`config.mk`:
```
export PLATFORM = sky130hd
export DESIGN_NAME = k051960_render_feed
export DESIGN_NICKNAME = d
export VERILOG_FILES = /design/src/rtl/k051960_render_feed_pkg.sv /design/src/rtl/k051960_render_feed_spr_group_counter.sv /design/src/rtl/k051960_render_feed.sv
export SDC_FILE = /design/constraint.sdc
export NUM_CORES = 1
export LEC_CHECK = 0
export BUFFER_PORTS_ARGS = -buffer_cell sky130_fd_sc_hd__buf_2
export CAP_MARGIN = 25
export CELL_PAD_IN_SITES_DETAIL_PLACEMENT = 1
export CELL_PAD_IN_SITES_GLOBAL_PLACEMENT = 2
export CORE_ASPECT_RATIO = 2
export CORE_MARGIN = 1.5
export CORE_UTILIZATION = 36
export CTS_BUF_LIST = sky130_fd_sc_hd__clkbuf_4 sky130_fd_sc_hd__clkbuf_8
export CTS_CLUSTER_SIZE = 8
export DETAILED_ROUTE_END_ITERATION = 10
export MAX_ROUTING_LAYER = met4
export PLACE_DENSITY_LB_ADDON = 0.1
export SLEW_MARGIN = 20
export SYNTH_ARGS = -nofsm -noshare
export SYNTH_HDL_FRONTEND = slang
export SYNTH_SLANG_ARGS = --single-unit
```
`constraint.sdc`:
```
create_clock -name clk_12M -period 5.1 [get_ports clk_12M]
set_input_delay 0.765 -clock clk_12M [delete_from_list [all_inputs] [get_ports clk_12M]]
set_output_delay 0.765 -clock clk_12M [all_outputs]
set_load 0.005 [all_outputs]
```
`src/rtl/k051960_render_feed_pkg.sv`:
```
// Shared types and field widths for the k051960 sprite render-command feed.
package k051960_render_feed_pkg;
  localparam int CODE_W          = 14;
  localparam int ROW_W           = 4;
  localparam int X_W             = 9;
  localparam int COLOR_W         = 8;
  localparam int LINE_BUDGET_DEF = 768;
  localparam int GRP_W_DEF       = 3;

  typedef enum logic [2:0] {
    ST_IDLE,
    ST_WAIT,
    ST_LATCH,
    ST_DRAW,
    ST_END
  } state_e;
endpackage

```
`src/rtl/k051960_render_feed_spr_group_counter.sv`:
```
// Per-sprite group index and 4-cycle phase; exposes next-cycle values so the
// owner can register rom_req/rom_addr aligned with the DRAW cycle they belong to.
module k051960_render_feed_spr_group_counter #(
  parameter int GRP_W = 3
) (
  input  logic             clk_12M,
  input  logic             RES,
  input  logic             load,
  input  logic             adv,
  input  logic             hflip,
  input  logic [GRP_W-1:0] grps,
  output logic [GRP_W-1:0] grp_field_nxt,
  output logic             first_nxt,
  output logic             done
);
  logic [GRP_W-1:0] g_q, g_n;
  logic [1:0]       ph_q, ph_n;

  always_comb begin
    g_n  = g_q;
    ph_n = ph_q;
    if (load) begin
      g_n  = '0;
      ph_n = '0;
    end else if (adv) begin
      ph_n = ph_q + 2'd1;
      if (ph_q == 2'd3) g_n = g_q + GRP_W'(1);
    end
  end

  assign done          = (g_q == grps) && (ph_q == 2'd3);
  assign first_nxt     = (ph_n == 2'd0);
  assign grp_field_nxt = hflip ? (grps - g_n) : g_n;

  always_ff @(posedge clk_12M) begin
    if (RES) begin
      g_q  <= '0;
      ph_q <= '0;
    end else begin
      g_q  <= g_n;
      ph_q <= ph_n;
    end
  end
endmodule

```
`src/rtl/k051960_render_feed.sv`:
```
// Sprite render-command sequencer feeding the k051937 line-buffer writer:
// LACH/HP/OC/OHF per sprite, CARY while drawing, one ROM fetch per 8-pixel group.
module k051960_render_feed
  import k051960_render_feed_pkg::*;
#(
  parameter int LINE_BUDGET = LINE_BUDGET_DEF,
  parameter int GRP_W       = GRP_W_DEF
) (
  input  logic                            clk_12M,
  input  logic                            RES,
  input  logic                            line_start,
  input  logic                            spr_valid,
  output logic                            spr_ready,
  input  logic [X_W-1:0]                  spr_x,
  input  logic [COLOR_W-1:0]              spr_color,
  input  logic                            spr_hflip,
  input  logic [CODE_W-1:0]               spr_code,
  input  logic [ROW_W-1:0]                spr_row,
  input  logic [GRP_W-1:0]                spr_grps,
  input  logic                            spr_last,
  output logic [X_W-1:0]                  HP,
  output logic [COLOR_W-1:0]              OC,
  output logic                            OHF,
  output logic                            LACH,
  output logic                            CARY,
  output logic                            HEND,
  output logic                            rom_req,
  output logic [CODE_W+ROW_W+GRP_W-1:0]   rom_addr,
  output logic                            ovf
);
  localparam int BW = $clog2(LINE_BUDGET + 1);

  state_e            state_q, state_n;
  logic [BW-1:0]     bud_q;
  logic              abort_q;
  logic [CODE_W-1:0] code_q;
  logic [ROW_W-1:0]  row_q;
  logic [GRP_W-1:0]  grps_q;
  logic              last_q;
  logic              active, exhaust, done, first_nxt;
  logic [GRP_W-1:0]  grp_nxt;
  logic              lach_d, cary_d, hend_d, req_d;

  assign active  = state_q inside {ST_WAIT, ST_LATCH, ST_DRAW};
  // Budget hits zero on this edge; that edge moves straight to END.
  assign exhaust = active && (bud_q == BW'(1));

  k051960_render_feed_spr_group_counter #(.GRP_W(GRP_W)) u_grp (
    .clk_12M       (clk_12M),
    .RES           (RES),
    .load          (state_q == ST_LATCH),
    .adv           (state_q == ST_DRAW),
    .hflip         (OHF),
    .grps          (grps_q),
    .grp_field_nxt (grp_nxt),
    .first_nxt     (first_nxt),
    .done          (done)
  );

  always_ff @(posedge clk_12M) begin
    if (RES) state_q <= ST_IDLE;
    else     state_q <= state_n;
  end

  always_comb begin
    state_n = state_q;
    case (state_q)
      ST_IDLE: if (line_start) state_n = ST_WAIT;
      ST_END:  state_n = (line_start || abort_q) ? ST_WAIT : ST_IDLE;
      default: begin
        if (line_start || exhaust)  state_n = ST_END;
        else if (state_q == ST_WAIT) begin
          if (spr_valid) state_n = ST_LATCH;
        end
        else if (state_q == ST_LATCH) state_n = ST_DRAW;
        else if (done) state_n = last_q ? ST_END : (spr_valid ? ST_LATCH : ST_WAIT);
      end
    endcase
  end

  // Outputs decode the next state so every port comes straight from a flop.
  always_comb begin
    lach_d = (state_n == ST_LATCH);
    cary_d = (state_n == ST_DRAW);
    hend_d = (state_n == ST_END);
    req_d  = cary_d && first_nxt;
  end

  always_ff @(posedge clk_12M) begin
    if (RES) begin
      spr_ready <= 1'b0;
      HP        <= '0;
      OC        <= '0;
      OHF       <= 1'b0;
      LACH      <= 1'b0;
      CARY      <= 1'b0;
      HEND      <= 1'b0;
      rom_req   <= 1'b0;
      rom_addr  <= '0;
      ovf       <= 1'b0;
      code_q    <= '0;
      row_q     <= '0;
      grps_q    <= '0;
      last_q    <= 1'b0;
      abort_q   <= 1'b0;
      bud_q     <= '0;
    end else begin
      spr_ready <= lach_d;
      LACH      <= lach_d;
      CARY      <= cary_d;
      HEND      <= hend_d;
      rom_req   <= req_d;
      abort_q   <= active && line_start;
      if (lach_d) begin
        HP     <= spr_x;
        OC     <= spr_color;
        OHF    <= spr_hflip;
        code_q <= spr_code;
        row_q  <= spr_row;
        grps_q <= spr_grps;
        last_q <= spr_last;
      end
      if (req_d) rom_addr <= {code_q, row_q, grp_nxt};
      if (state_n == ST_WAIT && !active)            bud_q <= BW'(LINE_BUDGET);
      else if (state_q != ST_IDLE && bud_q != '0)   bud_q <= bud_q - BW'(1);
      if (line_start)   ovf <= 1'b0;
      else if (exhaust) ovf <= 1'b1;
    end
  end
endmodule

```
After elaboration in Yosys (flattened, before gate mapping)
Cells that the tools add are included.

Flip-flop bits (word level): 85. Bits in latches: 0. Memory bits (writable): 0. ROM bits: 0. Output and inout port bits: 45. Logic and storage cells: 69. Memories kept: 0.

Add/sub/neg operators: 4. Multipliers: 0. Div/mod/pow operators: 0. Magnitude comparators: 0. Equal/unequal tests: 11. Shifts and indexed selects: 0. Muxes and demuxes: 18. Bitwise operators: 0. Reductions and logical operators: 17.

Operator list (count): $mux W3 (11); $mux W10 (2); $eq A3 B2 Y1 const B (4); $eq A10 B1 Y1 const B (1); $reduce_bool A10 Y1 (1); $sub A10 B1 Y10 const B (1); $eq A3 B1 Y1 const B (2); $eq A3 B3 Y1 const B (2); $logic_and A1 B1 Y1 (6); $mux W2 (3); $pmux W3 S2 (1); $reduce_bool A3 Y1 (2); $reduce_or A2 Y1 (2); $add A3 B1 Y3 const B (1); $eq A3 B3 Y1 (1); $logic_not A3 Y1 (1); $sub A3 B3 Y3 (1); $add A2 B1 Y2 const B (1); $eq A2 B2 Y1 const B (1); $logic_not A2 Y1 (1); $logic_or A1 B1 Y1 (2); $reduce_bool A2 Y1 (1); $logic_not A1 Y1 (1); $mux W1 (1).

Depth between registers and ports, before layout
Word-level depth: 10. Depth in mapped cells: 12. Depth with buffers taken out: 11.

Modules after synthesis
Synthesis repeated with hierarchy kept, for this count alone.

Cells, all modules: 403. Area total of the unflattened synthesis: 4121.5 sq um.

By module, submodules not included: k051960_render_feed (instances 1, cells each 357, area each 3701.0 sq um, sequential area each 1601.5 sq um); k051960_render_feed_spr_group_counter (instances 1, cells each 46, area each 420.4 sq um, sequential area each 100.1 sq um).

Least setup slack after synthesis
OpenSTA, ideal clock, no wires.

Path type: input-to-reg. From: input spr_valid. To: register bud_q[0]. Setup time: 0.134 ns. Data arrival time: 2.190 ns. Required time: 4.966 ns. Slack: 2.776 ns. Cell stages on the path: 6. Buffers on the path: 0. Cell sequence: or3b_2 nor4_1 or3_1 o211ai_4 o21ai_1 nor2_1.

Word-level cells in the longest chain between the ends: 10. Elaborated cells between the ends (all ways): 11. Those cells by class: eq/ne: 1; mux: 8; reduce/logical: 2.

Ends and longest elaborated chain: start, declared (line k051960_render_feed.sv:12) `input logic spr_valid,`; $mux W2 (line k051960_render_feed.sv:76) `else if (done) state_n = last_q ? ST_END : (spr_valid ? ST_LATCH : ST_WAIT);`; $mux W3 (2 in series) (line k051960_render_feed.sv:76); $mux W3 (line k051960_render_feed.sv:75) `else if (state_q == ST_LATCH) state_n = ST_DRAW;`; $mux W3 * (line k051960_render_feed.sv:72) `else if (state_q == ST_WAIT) begin`; $mux W3 * (line k051960_render_feed.sv:71) `if (line_start || exhaust) state_n = ST_END;`; $pmux W3 S2 * (line k051960_render_feed.sv:67) `case (state_q)`; $eq A3 B1 Y1 * (line k051960_render_feed.sv:124) `if (state_n == ST_WAIT && !active) bud_q <= BW'(LINE_BUDGET);`; $logic_and A1 B1 Y1 * (line k051960_render_feed.sv:124); $reduce_or A2 Y1 (no source line) *; end signal, assigned (line k051960_render_feed.sv:124); end signal, assigned (line k051960_render_feed.sv:125) `else if (state_q != ST_IDLE && bud_q != '0) bud_q <= bud_q - BW'(1);`; end, declared (line k051960_render_feed.sv:34) `logic [BW-1:0] bud_q;`.

Mark *: on every way between the ends. The rest lies on a longest branch, timed or not. A chain may end at the register's enable or synchronous reset.

Worst setup path in the final report
From: register u_grp.ph_q[0]. To: register HP[2].

Word-level cells in the longest chain between the ends: 8.

Ends and longest elaborated chain: start, declared (line k051960_render_feed_spr_group_counter.sv:17) `logic [1:0] ph_q, ph_n;`; start signal, assigned (line k051960_render_feed_spr_group_counter.sv:41) `ph_q <= ph_n;`; $eq A2 B2 Y1 (line k051960_render_feed_spr_group_counter.sv:31) `assign done = (g_q == grps) && (ph_q == 2'd3);`; $logic_and A1 B1 Y1 (line k051960_render_feed_spr_group_counter.sv:31); $mux W3 (line k051960_render_feed.sv:76); $mux W3 (line k051960_render_feed.sv:75); $mux W3 (line k051960_render_feed.sv:72); $mux W3 (line k051960_render_feed.sv:71); $pmux W3 S2 (line k051960_render_feed.sv:67); $eq A3 B2 Y1 (line k051960_render_feed.sv:83) `lach_d = (state_n == ST_LATCH);`; end signal, assigned (line k051960_render_feed.sv:115) `HP <= spr_x;`; end, declared (line k051960_render_feed.sv:21) `output logic [X_W-1:0] HP,`.

Every way passes these cells.

==> impl_metrics.toml <==
[critical_path]
reg2reg_from = "u_grp.ph_q[0]$_SDFF_PP0_"
crit_cells = 7
r2r_end = "HP[2]$_SDFFE_PP0P_"
cp.arrival_ps = 3170
slowest_stage = "o221ai_1"
r2r_cells = 7
crit_chain = "ha_1 -> nand4_1 -> o221ai_1 -> nand4_4 -> buf_12 -> mux2i_1 -> nor2_1"
crit_path_end_kind = "flip-flop"
slowest_delay_ps = 660
cpLargestDelayFamily = "simple AND/OR/NAND/NOR gates"
worstSetupStartpointType = "flip-flop"
worstSetupStartpoint = "u_grp.ph_q[0]$_SDFF_PP0_"
critical_path_required_ps = 5310
critPathMaxFanout = 22
crit_type = "flip-flop to flip-flop"
r2r_slack_ps = 2140
crit_end = "HP[2]$_SDFFE_PP0P_"
critPathBufInv = 1

[grt]
grt_util_met3 = 0.03934
grt_pass1_wl_um = 16010
antenna_found_initial = 0
grt_pass1_vias = 3252
grt.busiest_layer = "met2"
grt.overflow.total = 0
met2_usage = 0.3446
grt_usage = 0.1954
use_met1 = 0.2068
grt_max_degree = 75

[detailed_routing]
drc_errors = 0
avgViaCountPerCell = 5.066
wl_um = 9719
avgRoutedWirePerCell_um = 15.96
drt_first_pass_iters = 4
first_iter_violations = 99
antenna_left = 0
vias = 3085

[place]
place_ws_ps = 2073
io_buffers = 88
dp_hpwl_um = 6853
place_congestion = 0.7985

[timing]
fin_ws_ps = 2139
drv_slew = 0
finalClockSkew_ps = 9.667
post-route-min-period_ps = 2961
post-route-period-util = 0.5805
setup_tns_ps = 0
setup_viol = 0
worst_pin_slew_ps = 866.8
max_freq_ghz = 0.3378
rsz0062_at_grt = "false"
slew_headroom = 0.4191
final_hold_viol_count = 0

[logic_synthesis]
netlist_instances = 394
ys_seq_area_frac = 0.4590
synth_seq_cells = 85
synth.top_cells.by_count = "85 x dfxtp_1, 62 x nor2_1, 40 x mux2i_1"
synth_edf_count = 0
synth_flop_cell = "dfxtp_1"
synth.avg_cell_area_um2 = 9.409
synth_top_area_cell = "dfxtp_1"
synth_top_area_frac = 0.4590
synth.top_cells.by_area = "dfxtp_1 46%, mux2i_1 11%, nor2_1 6.3%"
synth_warnings = 0
ys_types = 57
netlist_area_mm2 = 0.003707
yosysMostFrequentCell = "dfxtp_1"
async_flop_share = 0
syn-num-nets = 445

[die]
placementRows = 52
initial_core_util = 0.3676
die_area_mm2 = 0.01095
die_y_um = 146.5
coreArea_mm2 = 0.01008
fp.dieW_um = 74.76
io-pin-count = 89

[layout]
syn_to_final_growth_pct = 18.56
regArea_mm2 = 0.001702
multi_input_area_mm2 = 0.001814
drive_gt1_frac = 0.2553
fill_cells = 1223
nets = 521
n_antenna_cell = 0

[clocking]
h-tree-depth = 3
max-clock-path-buffers = 2
cts.sinks = 85
postCtsResizedCells = 0
postCtsSetupBuffers = 0
cts_buffers = 9
clock_latency_ps = 350
clk_pin_slew_worst_paths_ps = 90
cts_hold_buf = 0
cts_tree = "done"
root_buffer = "clkbuf_8"

[pwr]
leakagePower_uw = 0.002099
powerDensity_mw_per_mm2 = 329.9
peakVddDrop_mv = 0.1656

[flow_run]
maxCapViolations = 0

[status]
outcome = "completed"

[worst_hold_path]
hold_class = "flip-flop to flip-flop"
## sequential cells by signal (all words and copies together), names as in the netlist, 4 cells and up
signal / cells
HP: 9
code_q: 14
rom_addr: 21
row_q: 4
OC: 8
bud_q: 10
## where the power goes
part           internal, uW  switching [uW]
Clock                   264             239
Sequential              690            25.4
Combinational          94.2             137
## worst min-delay path by stage
stage / from / end / depth (start not counted)
after global placement: row_q[2]$_SDFFE_PP0P_ / rom_addr[5]$_SDFFE_PP0P_ / 2
after floorplan: code_q[3]$_SDFFE_PP0P_ / rom_addr[10]$_SDFFE_PP0P_ / 2
after detailed placement: row_q[0]$_SDFFE_PP0P_ / rom_addr[3]$_SDFFE_PP0P_ / 2
after global routing: code_q[6]$_SDFFE_PP0P_ / rom_addr[13]$_SDFFE_PP0P_ / 2
after CTS: code_q[13]$_SDFFE_PP0P_ / rom_addr[20]$_SDFFE_PP0P_ / 2
final: code_q[6]$_SDFFE_PP0P_ / rom_addr[13]$_SDFFE_PP0P_ / 2
## worst reg2reg max path, delay by kind of cell, from the launching register on
family	cells	cell delay (ps)
AOI/OAI and AO/OA	1	660
adders and majority gates	1	360
buffers and inverters	1	380
DFF	1	370
muxes	1	170
and+or+nand+nor	3	900
## area by class of cell
type                       instances  share of cell area
inverter                           9            0.007686
clock buffer                      12             0.03757
tap                              135             0.03843
multi-input combinational        275              0.4128
clock inverter                     3            0.009963
sequential                        85              0.3871
timing repair buffer              90              0.1065
## metal layers
metal | vias to the layer above | part of all wire
met1 | 1490 | 0.40
met2 | 56 | 0.55
li1 | 1523 | -
met5 | - | 0
met4 | 0 | 0.025
met3 | 16 | 0.032
## logic make-up after synthesis
kind of cell    after synthesis  synth area share
simple gates                131            0.1779
flops                        85            0.4590
compound gates               79            0.1323
mux                          41            0.1110
buf+inv                      34           0.05400
xor+xnor                     17           0.04016
fa+ha+maj                     7           0.02565
## placed cells by master, fill, tap and decap left out, types with 2 or more instances in the layout
master      n
a211oi_2    2
a21oi_1    29
a2bb2oi_1   2
and2_1      3
buf_2      88
clkbuf_8   12
dfxtp_1    85
ha_1        6
inv_1       9
mux2i_1    40
nand2_1    10
nand2b_1    2
nand3_1    24
nand3b_1    2
nand4_1     2
nand4b_1    3
nor2_1     62
nor2b_1     3
nor3_1      2
nor4_1      4
nor4b_1     2
o21ai_0    29
o21bai_1    2
or2_2       2
xnor2_1     7
xor2_1     10
## metrics by stage
step	hold slack, ps	cell area (um2)	util	total power, uW	std cells
finish	465.7	4395	0.4359	1450	609
global route	496.3	4395	0.4359	1526	609
CTS	471.3	4395	0.4359	1478	609
detailed placement	460.0	4187	0.4151	968.5	594
global placement	452.1	4167	0.4132	961.3	593
floorplan	443.4	3707	-	903.8	394
No activity file was read; power rests on OpenSTA's default activity.
